$ cat config.mk
export PLATFORM = sky130hd
export DESIGN_NAME = sensor_scanner
export DESIGN_NICKNAME = d
export VERILOG_FILES = /design/src/rtl/steering_pkg.sv /design/src/rtl/frame_debouncer.sv /design/src/rtl/sensor_scanner.sv
export SDC_FILE = /design/constraint.sdc
export NUM_CORES = 1
export LEC_CHECK = 0
export BUFFER_PORTS_ARGS = -buffer_cell sky130_fd_sc_hd__buf_2
export CELL_PAD_IN_SITES_DETAIL_PLACEMENT = 1
export CELL_PAD_IN_SITES_GLOBAL_PLACEMENT = 1
export CORE_MARGIN = 10
export CORE_UTILIZATION = 46
export DETAILED_ROUTE_END_ITERATION = 16
export PLACE_DENSITY_LB_ADDON = 0.1
export SLEW_MARGIN = 20
export SYNTH_ARGS = -nofsm -noshare
export SYNTH_HDL_FRONTEND = slang
export SYNTH_SLANG_ARGS = --single-unit
$ cat constraint.sdc
create_clock -name clk -period 2.1 [get_ports clk]
set_clock_uncertainty 0.1 [all_clocks]
set_input_delay 0.105 -clock clk [delete_from_list [all_inputs] [get_ports clk]]
set_output_delay 0.105 -clock clk [all_outputs]
set_load 0.05 [all_outputs]
$ cat src/rtl/steering_pkg.sv
// Shared types for the line-sensor front end: scan FSM states and the sensor vector.
// Pure declarations; no latency or flow control.
package steering_pkg;
  localparam int NUM_SENSORS_DEF = 5;
  localparam int SEL_W           = 3;

  typedef enum logic [1:0] {IDLE, SETTLE, SAMPLE, EVAL} scan_state_t;
  typedef logic [NUM_SENSORS_DEF-1:0] sensor_vec_t;
endpackage

$ cat src/rtl/frame_debouncer.sv
// Whole-frame debouncer: publishes a frame after DEBOUNCE identical evals, s_valid one cycle after the eval edge.
// No backpressure; SCAN_GLITCH_CNT_EN adds a saturating count of candidates rejected before stabilising.
module frame_debouncer #(
  parameter int N        = 5,
  parameter int DEBOUNCE = 3
) (
  input  logic         clk,
  input  logic         reset_n,
  input  logic         eval,
  input  logic         clear,
  input  logic [N-1:0] frame,
  output logic [N-1:0] s,
  output logic         s_valid
`ifdef SCAN_GLITCH_CNT_EN
  ,
  output logic [7:0]   glitch_cnt
`endif
);
  localparam int CW = $clog2(DEBOUNCE + 1);
  localparam logic [CW-1:0] CNT_MAX = CW'(DEBOUNCE);

  logic [N-1:0]  candidate;
  logic [N-1:0]  cand_nxt;
  logic [CW-1:0] stable_cnt;
  logic [CW-1:0] cnt_nxt;
  logic          mismatch;
  logic          publish;

  always_comb begin
    mismatch = (frame != candidate);
    cand_nxt = candidate;
    cnt_nxt  = stable_cnt;
    if (mismatch) begin
      cand_nxt = frame;
      cnt_nxt  = CW'(1);
    end else if (stable_cnt != CNT_MAX) begin
      cnt_nxt = stable_cnt + CW'(1);
    end
    // Only a value that differs from what is already published produces a strobe.
    publish = eval && (cnt_nxt == CNT_MAX) && (cand_nxt != s);
  end

  always_ff @(posedge clk or negedge reset_n) begin
    if (!reset_n) begin
      candidate  <= '0;
      stable_cnt <= '0;
      s          <= '0;
      s_valid    <= 1'b0;
    end else begin
      s_valid <= publish;
      if (clear) begin
        stable_cnt <= '0;
      end else if (eval) begin
        candidate  <= cand_nxt;
        stable_cnt <= cnt_nxt;
        if (publish) s <= cand_nxt;
      end
    end
  end

`ifdef SCAN_GLITCH_CNT_EN
  always_ff @(posedge clk or negedge reset_n) begin
    if (!reset_n) begin
      glitch_cnt <= '0;
    end else if (eval && mismatch && (stable_cnt != '0) && (stable_cnt < CNT_MAX)
                 && (glitch_cnt != 8'hFF)) begin
      glitch_cnt <= glitch_cnt + 8'd1;
    end
  end
`endif
endmodule

$ cat src/rtl/sensor_scanner.sv
// Scans NUM_SENSORS comparators through one analog mux (settle, then sample) and debounces whole frames.
// Scan period NUM_SENSORS*(SETTLE_CYCLES+1)+1 cycles; no backpressure; SCAN_GLITCH_CNT_EN adds glitch_cnt.
module sensor_scanner
  import steering_pkg::*;
#(
  parameter int NUM_SENSORS   = NUM_SENSORS_DEF,
  parameter int SETTLE_CYCLES = 4,
  parameter int DEBOUNCE      = 3
) (
  input  logic                   clk,
  input  logic                   reset_n,
  input  logic                   enable,
  input  logic                   sense_in,
  output logic [SEL_W-1:0]       sel,
  output logic [NUM_SENSORS-1:0] s,
  output logic                   s_valid
`ifdef SCAN_GLITCH_CNT_EN
  ,
  output logic [7:0]             glitch_cnt
`endif
);
  localparam int SCW = $clog2(SETTLE_CYCLES + 1);
  localparam logic [SCW-1:0]   SETTLE_LAST = SCW'(SETTLE_CYCLES - 1);
  localparam logic [SEL_W-1:0] IDX_LAST    = SEL_W'(NUM_SENSORS - 1);

  scan_state_t            state, state_nxt;
  logic [SEL_W-1:0]       idx, idx_nxt;
  logic [SCW-1:0]         settle_cnt, settle_nxt;
  logic [NUM_SENSORS-1:0] frame, frame_nxt;
  logic                   eval;
  logic                   abort;

  always_ff @(posedge clk or negedge reset_n) begin
    if (!reset_n) state <= IDLE;
    else          state <= state_nxt;
  end

  always_comb begin
    state_nxt  = state;
    idx_nxt    = idx;
    settle_nxt = settle_cnt;
    frame_nxt  = frame;
    sel        = '0;
    eval       = 1'b0;
    abort      = 1'b0;
    case (state)
      IDLE: begin
        if (enable) begin
          state_nxt  = SETTLE;
          idx_nxt    = '0;
          settle_nxt = '0;
        end
      end
      SETTLE: begin
        sel = idx;
        if (!enable) begin
          state_nxt  = IDLE;
          abort      = 1'b1;
          idx_nxt    = '0;
          settle_nxt = '0;
        end else if (settle_cnt == SETTLE_LAST) begin
          state_nxt  = SAMPLE;
          settle_nxt = '0;
        end else begin
          settle_nxt = settle_cnt + SCW'(1);
        end
      end
      SAMPLE: begin
        sel = idx;
        if (!enable) begin
          // Partial frame is dropped: the bit of this slot is not captured.
          state_nxt = IDLE;
          abort     = 1'b1;
          idx_nxt   = '0;
        end else begin
          for (int i = 0; i < NUM_SENSORS; i++) begin
            if (idx == SEL_W'(i)) frame_nxt[i] = sense_in;
          end
          if (idx == IDX_LAST) begin
            state_nxt = EVAL;
          end else begin
            idx_nxt   = idx + SEL_W'(1);
            state_nxt = SETTLE;
          end
        end
      end
      EVAL: begin
        eval       = 1'b1;
        idx_nxt    = '0;
        settle_nxt = '0;
        state_nxt  = enable ? SETTLE : IDLE;
      end
      default: state_nxt = IDLE;
    endcase
  end

  always_ff @(posedge clk or negedge reset_n) begin
    if (!reset_n) begin
      idx        <= '0;
      settle_cnt <= '0;
      frame      <= '0;
    end else begin
      idx        <= idx_nxt;
      settle_cnt <= settle_nxt;
      frame      <= frame_nxt;
    end
  end

  frame_debouncer #(
    .N        (NUM_SENSORS),
    .DEBOUNCE (DEBOUNCE)
  ) u_debouncer (
    .clk        (clk),
    .reset_n    (reset_n),
    .eval       (eval),
    .clear      (abort),
    .frame      (frame),
    .s          (s),
    .s_valid    (s_valid)
`ifdef SCAN_GLITCH_CNT_EN
    ,
    .glitch_cnt (glitch_cnt)
`endif
  );
endmodule
==> run metrics, run 1 <==
Primary FF master, synth=dfrtp_1; Yosys warning count=0; Final HPWL DP=2.124 mm; n_diodes=0; largest stage delay on the critical path=0.42 ns; cell area after synthesis=1385 um2; Tot GR Track Use=0.1101; Max Cap Viol=0; Yosys top cell by area=dfrtp_1; row count=19; GPL Wtd Cong=0.7715; largest net degree at the start of global routing=27; Area Overhead vs Synth=12.38%; Setup TNS=0 ns; CTS Sinks=26; hold crit path type=in2reg; maximum operating frequency=0.5011 GHz; dpl cell area=1476 um2; run status=completed; Worst VDD drop=0.0005077 V; WP data required=2.21 ns; DRC=0; Starting Density=0.4896; CTS Buffer Depth=2; Post-synth ARST share=1.000; Synth Instances=121; CP max FO=5; CP Cell Sequence=inv_1 -> ha_1 -> nor2b_1 -> or3_4 -> mux2_4; crit path capture type=register; port buffer count=12; Fin. Hold Viols=0; WHS=0.06893 ns; Via density=5.450; Ports=13; H-tree Lvls=1; Final Net Count=154; crit path launch type=register; clk root buf=clkbuf_4; r2r setup slk=0.10 ns; Area contributors post-synth=dfrtp_1 (47%), ha_1 (9.9%), mux2_2 (8.1%); crit share post-route=0.9502; WS Path Type=reg2reg; Core ar.=2829 um2; Slew Limit Fails=0; 1st-iter DRT viols=40; antenna viol nets, final=0; final instance area=1556 um2; Yosys cell types=30; full die area=5606 um2; Leakage=0.8068 nW; setup violators final=0; Die W=74.87 um; power density over the cells=1004 nW/um2; CTS tree=yes; syn nets=136; sequential share of the synthesized area=0.4697; Worst-Margin Slew=0.5858 ns; TritonRoute pass-1 iters=4; post-DR wirelength/cell=16.09 um; Clock Latency Late Sink=0.31 ns; area share of the largest cell type after synthesis=0.4697; Post-synth EDFFs=0; Slew HR=0.6095; first-pass GRT wire length=4.754 mm; final wirelength=2.720 mm; layout cells sized above 1=0.2681; Yosys reg bits=26; fin crit period=1.995 ns; Clock transition at path regs=0.15 ns; Num CTS Buffers=3; antenna violations before repair=0; RSZ-0062 raised after global routing=no; vias in the first global route=1010; Critical Path AT=2.11 ns; chip height=74.87 um; total grt overflow=0; Final Util=0.5502; Tot Pwr=1.562 mW; Synth Area per Inst=11.45 um2; Via Count=921; Crit-path slowest cell=dfrtp_1
[cell families after synthesis]
family / Yosys count / synth area share
muxes: 15 / 0.1355
xor gates and xnor gates: 10 / 0.06323
AOI/OAI and AO/OA: 18 / 0.07680
buffers and inverters: 10 / 0.03252
and+or+nand+nor: 31 / 0.1229
adders and majority gates: 11 / 0.09937
DFF: 26 / 0.4697
[cell type report]
type | count | area, um2
Clock buffer | 3 | 22.52
Sequential cell | 26 | 650.6
Tap cell | 31 | 38.79
Timing Repair Buffer | 15 | 87.58
Fill cell | 315 | 1272
Multi-Input combinational cell | 85 | 696.9
Clock inverter | 1 | 30.03
Inverter | 8 | 30.03
[what timing repair did]
| action | 4_1_cts | 5_1_grt |
|---|---|---|
| buffers inserted | 0 | 0 |
| resized for setup | 1 | 1 |
| hold buffers | 2 | 0 |
| endpoints found under the hold margin | 31 | 0 |
| endpoints found under the setup margin | 1 | 5 |
[metal layers]
metal,wire (um),up-vias,GRT usage
met1,1234,456,0.1316
li1,-,452,-
met3,120,2,0.02760
met4,21,0,0.03782
met2,1343,11,0.1876
met5,0,-,0
[layout by cell type (no fill, tap or decap), drive strengths merged, types with 2 or more instances in the layout]
master       netlist  layout
buf                1      13
mux2              15      15
xnor2              5       5
and2               3       3
nand2b             3       3
a21oi              4       4
o21ai              8       8
nand2              7       7
clkbuf             1       3
nand3              5       5
dfrtp             26      26
xor2               5       5
ha                11      11
nor2               4       4
inv                8       8
nor2b              2       2
dlygate4sd3        0       2
and3               2       2
[flip-flops by register name, summed over array words and instances, names as in the netlist]
| name | count |
|---|---|
| state | 2 |
| idx | 3 |
| settle_cnt | 3 |
| u_debouncer.s | 5 |
| frame | 5 |
| u_debouncer.stable_cnt | 2 |
| u_debouncer.candidate | 5 |
| u_debouncer.s_valid | 1 |
[through the flow]
stage               std cells  setup slack (ns)
floorplan                 121            0.1126
global placement          163           0.07671
detailed placement        163           0.03491
CTS                       169           0.06011
global route              169           0.04765
finish                    169            0.1046
[critical path, delay by kind of cell, from the launching register on]
family	cells	cell delay [ns]
muxes	1	0.32
and+or+nand+nor	2	0.58
DFF	1	0.42
buffers and inverters	1	0.12
adders and majority gates	1	0.35
[path summary, 6_finish.rpt]
path                                            from                            to  depth (start not counted)
max                             state[0]$_DFFE_PN0P_  u_debouncer.s[1]$_DFFE_PN0P_                          5
min                                           enable     settle_cnt[1]$_DFFE_PN0P_                          3
max reg2reg                     state[0]$_DFFE_PN0P_  u_debouncer.s[1]$_DFFE_PN0P_                          5
min reg2reg                settle_cnt[2]$_DFFE_PN0P_     settle_cnt[2]$_DFFE_PN0P_                          2
max in group asynchronous                    reset_n          frame[3]$_DFFE_PN0P_                          2
min in group asynchronous                    reset_n     settle_cnt[0]$_DFFE_PN0P_                          2
[power breakdown]
| group | switching [mW] | internal, mW |
|---|---|---|
| clock | 0.147 | 0.193 |
| combinational | 0.317 | 0.234 |
| sequential | 0.0839 | 0.588 |
[synthesized netlist by cell type (all sizes together), types with 2 or more instances]
cell type	count
nor2	4
and3	2
nand2	7
nor2b	2
and2	3
nand3	5
xnor2	5
mux2	15
a21oi	4
xor2	5
inv	8
dfrtp	26
o21ai	8
nand2b	3
ha	11
Note: power is estimated with default switching activity, not from simulation.
==> run 2: changes to the inputs <==
--- a/config.mk
+++ b/config.mk
@@ -9,10 +9,13 @@
 export CELL_PAD_IN_SITES_DETAIL_PLACEMENT = 1
 export CELL_PAD_IN_SITES_GLOBAL_PLACEMENT = 1
 export CORE_MARGIN = 10
-export CORE_UTILIZATION = 46
+export CORE_UTILIZATION = 47
 export DETAILED_ROUTE_END_ITERATION = 16
 export PLACE_DENSITY_LB_ADDON = 0.1
+export SKIP_LAST_GASP = 1
 export SLEW_MARGIN = 20
 export SYNTH_ARGS = -nofsm -noshare
 export SYNTH_HDL_FRONTEND = slang
+export SYNTH_HIERARCHICAL = 1
 export SYNTH_SLANG_ARGS = --single-unit
+export TNS_END_PERCENT = 10
==> run metrics, run 2 <==
CTS Sinks=26 (unchanged); WP data required=2.21 ns (about the same); vias in the first global route=1160 (was 1010); Slew HR=0.6106 (was 0.6095); TritonRoute pass-1 iters=4 (unchanged); CTS Buffer Depth=2 (unchanged); run status=completed (unchanged); sw frac=0.3699 (was 0.3504); RSZ-0062 raised after global routing=no (unchanged); n_diodes=0 (unchanged); Yosys reg bits=26 (unchanged); H-tree Lvls=1 (unchanged); Sequential Power Share=0.424 (was 0.430); Leakage=0.8401 nW (was 0.8068 nW); crit path launch type=register (unchanged); Area Overhead vs Synth=13.37% (was 12.38%); setup violators final=0 (unchanged); Via Count=1028 (was 921); Final HPWL DP=2.405 mm (was 2.124 mm); Yosys top cell by area=dfrtp_1 (unchanged); Crit-path slowest cell=dfrtp_1 (unchanged); Num CTS Buffers=3 (unchanged); antenna viol nets, final=0 (unchanged); Post-synth EDFFs=0 (unchanged); Hold Path Depth=3 (unchanged); crit share post-route=0.9188 (was 0.9502); chip height=75.91 um (was 74.87 um); Starting Density=0.4851 (was 0.4896); Die W=75.91 um (was 74.87 um); biggest regs=frame (5), u_debouncer/candidate (5), u_debouncer/s (5) (was frame (5), u_debouncer.candidate (5), u_debouncer.s (5)); Tot GR Track Use=0.1137 (was 0.1101); first-pass GRT wire length=5.471 mm (was 4.754 mm); hold crit path type=in2reg (unchanged); final wirelength=3.071 mm (was 2.720 mm); R2R cell count=6 (was 5); Via density=5.354 (was 5.450); CP max FO=5 (unchanged); cell area after synthesis=1469 um2 (was 1385 um2); antenna violations before repair=0 (unchanged); Clock transition at path regs=0.13 ns (was 0.15 ns); power density over the cells=905.1 nW/um2 (was 1004 nW/um2); row count=20 (was 19); Post-synth ARST share=1.000 (unchanged); maximum operating frequency=0.5182 GHz (was 0.5011 GHz); Final WS setup=0.1704 ns (was 0.1046 ns); Area contributors post-synth=dfrtp_1 (44%), ha_1 (9.4%), mux2_2 (6.9%) (was dfrtp_1 (47%), ha_1 (9.9%), mux2_2 (8.1%)); multi-input gate area in the final layout=789.5 um2 (was 696.9 um2); Fin. Hold Viols=0 (unchanged); most frequent cell after synthesis=dfrtp_1 (unchanged); post-DR wirelength/cell=15.99 um (was 16.09 um); Yosys cell types=40 (was 30); Max Cap Viol=0 (unchanged); Slew Limit Fails=0 (unchanged); Ports=13 (unchanged); total grt overflow=0 (unchanged); Setup TNS=0 ns (unchanged); syn nets=144 (was 136); Clock Latency Late Sink=0.31 ns (about the same); clk root buf=clkbuf_4 (unchanged); Worst VDD drop=0.0005125 V (was 0.0005077 V); port buffer count=12 (unchanged); Core ar.=3028 um2 (was 2829 um2); area share of the largest cell type after synthesis=0.4429 (was 0.4697); Clock Power Share=0.138 (was 0.217); setup bufs post-CTS=0 (unchanged); Sw Pwr=0.5575 mW (was 0.5474 mW); WS Path Type=reg2reg (unchanged); crit path capture type=register (unchanged); commonest non-fill, non-tap cell in the layout=dfrtp_1 (unchanged); list of most frequent post-synthesis cells=dfrtp_1 (26), ha_1 (11), mux2_2 (9) (was dfrtp_1 (26), ha_1 (11), mux2_2 (10)); Yosys warning count=6 (was 0); sequential cell area=650.6 um2 (unchanged); 1st-iter DRT viols=44 (was 40); Final Util=0.5500 (was 0.5502); GPL Wtd Cong=0.8447 (was 0.7715); layout cells sized above 1=0.2973 (was 0.2681); Final Net Count=165 (was 154); DRC=0 (unchanged); Internal Power=0.9498 mW (was 1.015 mW); sequential share of the synthesized area=0.4429 (was 0.4697); full die area=5762 um2 (was 5606 um2); commonest non-fill, non-tap cells in the layout=dfrtp_1 (26), buf_2 (12), ha_1 (10) (was dfrtp_1 (26), buf_2 (12), ha_1 (11)); pre-CTS setup slack=0.07027 ns (was 0.03491 ns); CTS tree=yes (unchanged); Synth Area per Inst=11.39 um2 (was 11.45 um2); Critical Path AT=2.04 ns (was 2.11 ns); Worst-Margin Slew=0.5841 ns (was 0.5858 ns); largest net degree at the start of global routing=27 (unchanged); fin crit period=1.930 ns (was 1.995 ns); fillcell total=340 (was 315); combinational share of power=0.438 (was 0.353); CP Cell Sequence=inv_1 -> ha_4 -> nor2b_2 -> and2b_2 -> and4_4 -> mux2_4 (was inv_1 -> ha_1 -> nor2b_1 -> or3_4 -> mux2_4); Primary FF master, synth=dfrtp_1 (unchanged); largest stage delay on the critical path=0.40 ns (was 0.42 ns); Synth Instances=129 (was 121)
-- run 2: cell types whose count changed after synthesis, sizes merged, moves of 2 or more --
| cell | change |
|---|---|
| o21ai | -3 |
| nor2b | +2 |
| nor3 | +5 |
| inv | -2 |
| and4 | +3 |
-- run 2: metal layers --
layer,vias to the layer above,share of wire,GRT usage
li1,493,-,-
met3,6,0.039,0.02712
met2,18,0.51,0.1998
met4,0,0.018,0.05114
met1,511,0.43,0.1258
met5,-,0,0
-- run 2: power groups by stage --
stage,Clock [mW],Combinational (mW),Sequential (mW)
2_1_floorplan,0,0.428,0.661
3_3_place_gp,0,0.635,0.644
3_5_place_dp,0,0.660,0.652
4_1_cts,0.227,0.666,0.641
5_1_grt,0.248,0.746,0.651
6_report,0.208,0.660,0.640
-- run 2: per-stage QoR --
stage          power, mW  cells  area (um2)  hold WS [ns]
3_3_place_gp       1.279    187        1620       0.03300
4_1_cts            1.534    192        1663       0.08770
2_1_floorplan      1.089    129        1494       -0.2906
6_report           1.507    192        1665        0.1086
3_5_place_dp       1.311    187        1620       0.04447
5_1_grt            1.646    192        1665        0.1161
-- run 2: cell families after synthesis --
group,synth area share
xor+xnor,0.05962
compound gates,0.07922
fa+ha+maj,0.09370
simple gates,0.1653
mux,0.1278
flops,0.4429
buf+inv,0.03151
-- run 2: critical path, delay by kind of cell, from the launching register on --
kind | cells | cell delay (ns)
AND/OR/NAND/NOR | 3 | 0.67
adder cells (fa/ha/maj) | 1 | 0.23
multiplexers | 1 | 0.31
flip-flops | 1 | 0.40
buffers and inverters | 1 | 0.12
-- run 2: path summary, 6_finish.rpt --
| check | slack, ns | to | startpoint |
|---|---|---|---|
| max | 0.17 | u_debouncer/s[3]$_DFFE_PN0P_ | state[1]$_DFFE_PN0P_ |
| min | 0.11 | idx[0]$_DFFE_PN0P_ | enable |
| max reg2reg | 0.17 | u_debouncer/s[3]$_DFFE_PN0P_ | state[1]$_DFFE_PN0P_ |
| min reg2reg | 0.40 | settle_cnt[0]$_DFFE_PN0P_ | settle_cnt[0]$_DFFE_PN0P_ |
| max in group asynchronous | 1.31 | state[0]$_DFFE_PN0P_ | reset_n |
| min in group asynchronous | 0.20 | u_debouncer/candidate[4]$_DFFE_PN0P_ | reset_n |
-- run 2: layout make-up --
cell class	count	area share
clock buffers	3	0.01352
inverters	6	0.01352
multi-input cells	93	0.4741
flip-flops and latches	26	0.3907
well taps	44	0.03306
repair buffers	20	0.07513
-- run 2: repair_timing --
| action | in CTS | in global routing |
|---|---|---|
| endpoints found under the hold margin | 31 | 0 |
| setup endpoints to repair | 0 | 5 |
| hold buffers | 2 | 0 |
| resized for setup | 0 | 2 |
==> run 3: changes to the inputs <==
--- a/config.mk
+++ b/config.mk
@@ -9,7 +9,8 @@
 export CELL_PAD_IN_SITES_DETAIL_PLACEMENT = 1
 export CELL_PAD_IN_SITES_GLOBAL_PLACEMENT = 1
 export CORE_MARGIN = 10
-export CORE_UTILIZATION = 47
+export CORE_UTILIZATION = 48
+export CTS_BUF_LIST = sky130_fd_sc_hd__clkbuf_8
 export DETAILED_ROUTE_END_ITERATION = 16
 export PLACE_DENSITY_LB_ADDON = 0.1
 export SKIP_LAST_GASP = 1
==> run metrics, run 3 (synthesis gave the netlist of run 2 again) <==
run status=completed (unchanged); antenna violations before repair=0 (unchanged); largest net degree at the start of global routing=27 (unchanged); layout cells sized above 1=0.3041 (was 0.2973); post-DR wirelength/cell=17.65 um (was 15.99 um); Final WS setup=0.07554 ns (was 0.1704 ns); Via density=5.586 (was 5.354); Worst VDD drop=0.0004196 V (was 0.0005125 V); WS Path Type=reg2reg (unchanged); Leakage=0.8514 nW (was 0.8401 nW); power density over the cells=951.0 nW/um2 (was 905.1 nW/um2); Slew Limit Fails=0 (unchanged); Worst-Margin Slew=0.5845 ns (was 0.5841 ns); Final Net Count=164 (was 165); Num CTS Buffers=3 (unchanged); hold crit path type=in2reg (unchanged); WP data required=2.16 ns (was 2.21 ns); Fin. Hold Viols=0 (unchanged); Via Count=1011 (was 1028); Tot GR Track Use=0.1256 (was 0.1137); CP Cell Sequence=inv_1 -> ha_4 -> nor2b_2 -> and2b_2 -> and4_2 -> mux2_4 (was inv_1 -> ha_4 -> nor2b_2 -> and2b_2 -> and4_4 -> mux2_4); full die area=5673 um2 (was 5762 um2); pre-CTS setup slack=0.04348 ns (was 0.07027 ns); setup bufs post-CTS=0 (unchanged); vias in the first global route=1100 (was 1160); commonest non-fill, non-tap cell in the layout=dfrtp_1 (unchanged); chip height=75.32 um (was 75.91 um); Crit path buffers/inverters=1 (unchanged); Starting Density=0.4892 (was 0.4851); CP max FO=5 (unchanged); TritonRoute pass-1 iters=3 (was 4); RSZ-0062 raised after global routing=no (unchanged); 1st-iter DRT viols=51 (was 44); GPL Wtd Cong=0.7919 (was 0.8447); maximum operating frequency=0.4940 GHz (was 0.5182 GHz); Final HPWL DP=2.387 mm (was 2.405 mm); Die W=75.32 um (was 75.91 um); CTS Sinks=26 (unchanged); row count=20 (unchanged); crit path capture type=register (unchanged); H-tree Lvls=1 (unchanged); Core ar.=3003 um2 (was 3028 um2); Setup TNS=0 ns (unchanged); delay-heaviest family, CP=simple AND/OR/NAND/NOR gates (unchanged); total grt overflow=0 (unchanged); final wirelength=3.194 mm (was 3.071 mm); Max Cap Viol=0 (unchanged); Crit-path slowest cell=dfrtp_1 (unchanged); DRC=0 (unchanged); WHS=0.006974 ns (was 0.1086 ns); port buffer count=12 (unchanged); CTS Buffer Depth=2 (unchanged); Area Overhead vs Synth=13.88% (was 13.37%); crit share post-route=0.9640 (was 0.9188); setup violators final=0 (unchanged); fin crit period=2.024 ns (was 1.930 ns); commonest non-fill, non-tap cells in the layout=dfrtp_1 (26), buf_2 (12), ha_1 (10) (unchanged); n_diodes=0 (unchanged); biggest regs=frame (5), u_debouncer/candidate (5), u_debouncer/s (5) (unchanged); crit path launch type=register (unchanged); antenna viol nets, final=0 (unchanged); largest stage delay on the critical path=0.39 ns (was 0.40 ns); Clock transition at path regs=0.10 ns (was 0.13 ns); clk root buf=clkbuf_8 (was clkbuf_4); Slew HR=0.6103 (was 0.6106); Ports=13 (unchanged); Clock Latency Late Sink=0.27 ns (was 0.31 ns); CTS tree=yes (unchanged); Critical Path AT=2.09 ns (was 2.04 ns); first-pass GRT wire length=5.478 mm (was 5.471 mm)
-- run 3: cell count changes in the layout (fill, tap and decap cells not counted) --
cell           before  now
and4_2              1    2
and4_4              1    0
clkbuf_4            3    0
dlygate4sd3_1       2    1
clkbuf_8            0    4
-- run 3: final cells by class --
type                    count  area, um2
clock buffers               4      55.05
fillers                   322       1330
inverters                   6      22.52
multi-input cells          93      788.3
flip-flops and latches     26      650.6
well taps                  33      41.29
repair buffers             19      115.1
-- run 3: per-stage QoR --
step                      instance area, um2  std cells  total power [mW]  utilization
after floorplan                         1494        129             1.089            -
after global placement                  1607        176             1.235       0.5350
after detailed placement                1607        176             1.264       0.5350
after CTS                               1672        181             1.601       0.5567
after global routing                    1673        181             1.725       0.5571
final                                   1673        181             1.591       0.5571
-- run 3: routing by layer --
| metal | up-vias | GRT usage | share of wire |
|---|---|---|---|
| li1 | 495 | - | - |
| met1 | 506 | 0.1572 | 0.47 |
| met2 | 8 | 0.2115 | 0.50 |
| met3 | 2 | 0.02344 | 0.021 |
| met4 | 0 | 0.04124 | 0.0031 |
| met5 | - | 0 | 0 |
-- run 3: path summary, 6_finish.rpt --
path | start | end | slack, ns | depth (start not counted)
max in group asynchronous | reset_n | u_debouncer/stable_cnt[1]$_DFFE_PN0P_ | 1.26 | 2
setup / recovery | state[1]$_DFFE_PN0P_ | u_debouncer/s[3]$_DFFE_PN0P_ | 0.08 | 6
setup reg to reg | state[1]$_DFFE_PN0P_ | u_debouncer/s[3]$_DFFE_PN0P_ | 0.08 | 6
hold / removal | sense_in | frame[1]$_DFFE_PN0P_ | 0.007 | 2
min in group asynchronous | reset_n | u_debouncer/candidate[1]$_DFFE_PN0P_ | 0.26 | 2
hold reg to reg | settle_cnt[0]$_DFFE_PN0P_ | settle_cnt[0]$_DFFE_PN0P_ | 0.39 | 1
-- run 3: what timing repair did --
item                                   4_1_cts  5_1_grt
endpoints found under the hold margin       26        0
hold buffers                                 1        0
resized for setup                            0        1
setup endpoints to repair                    0        5
-- run 3: power breakdown --
part	internal, mW	switching [mW]	total, mW
sequential	0.577	0.0783	0.655
combinational	0.266	0.335	0.602
clock	0.168	0.166	0.334
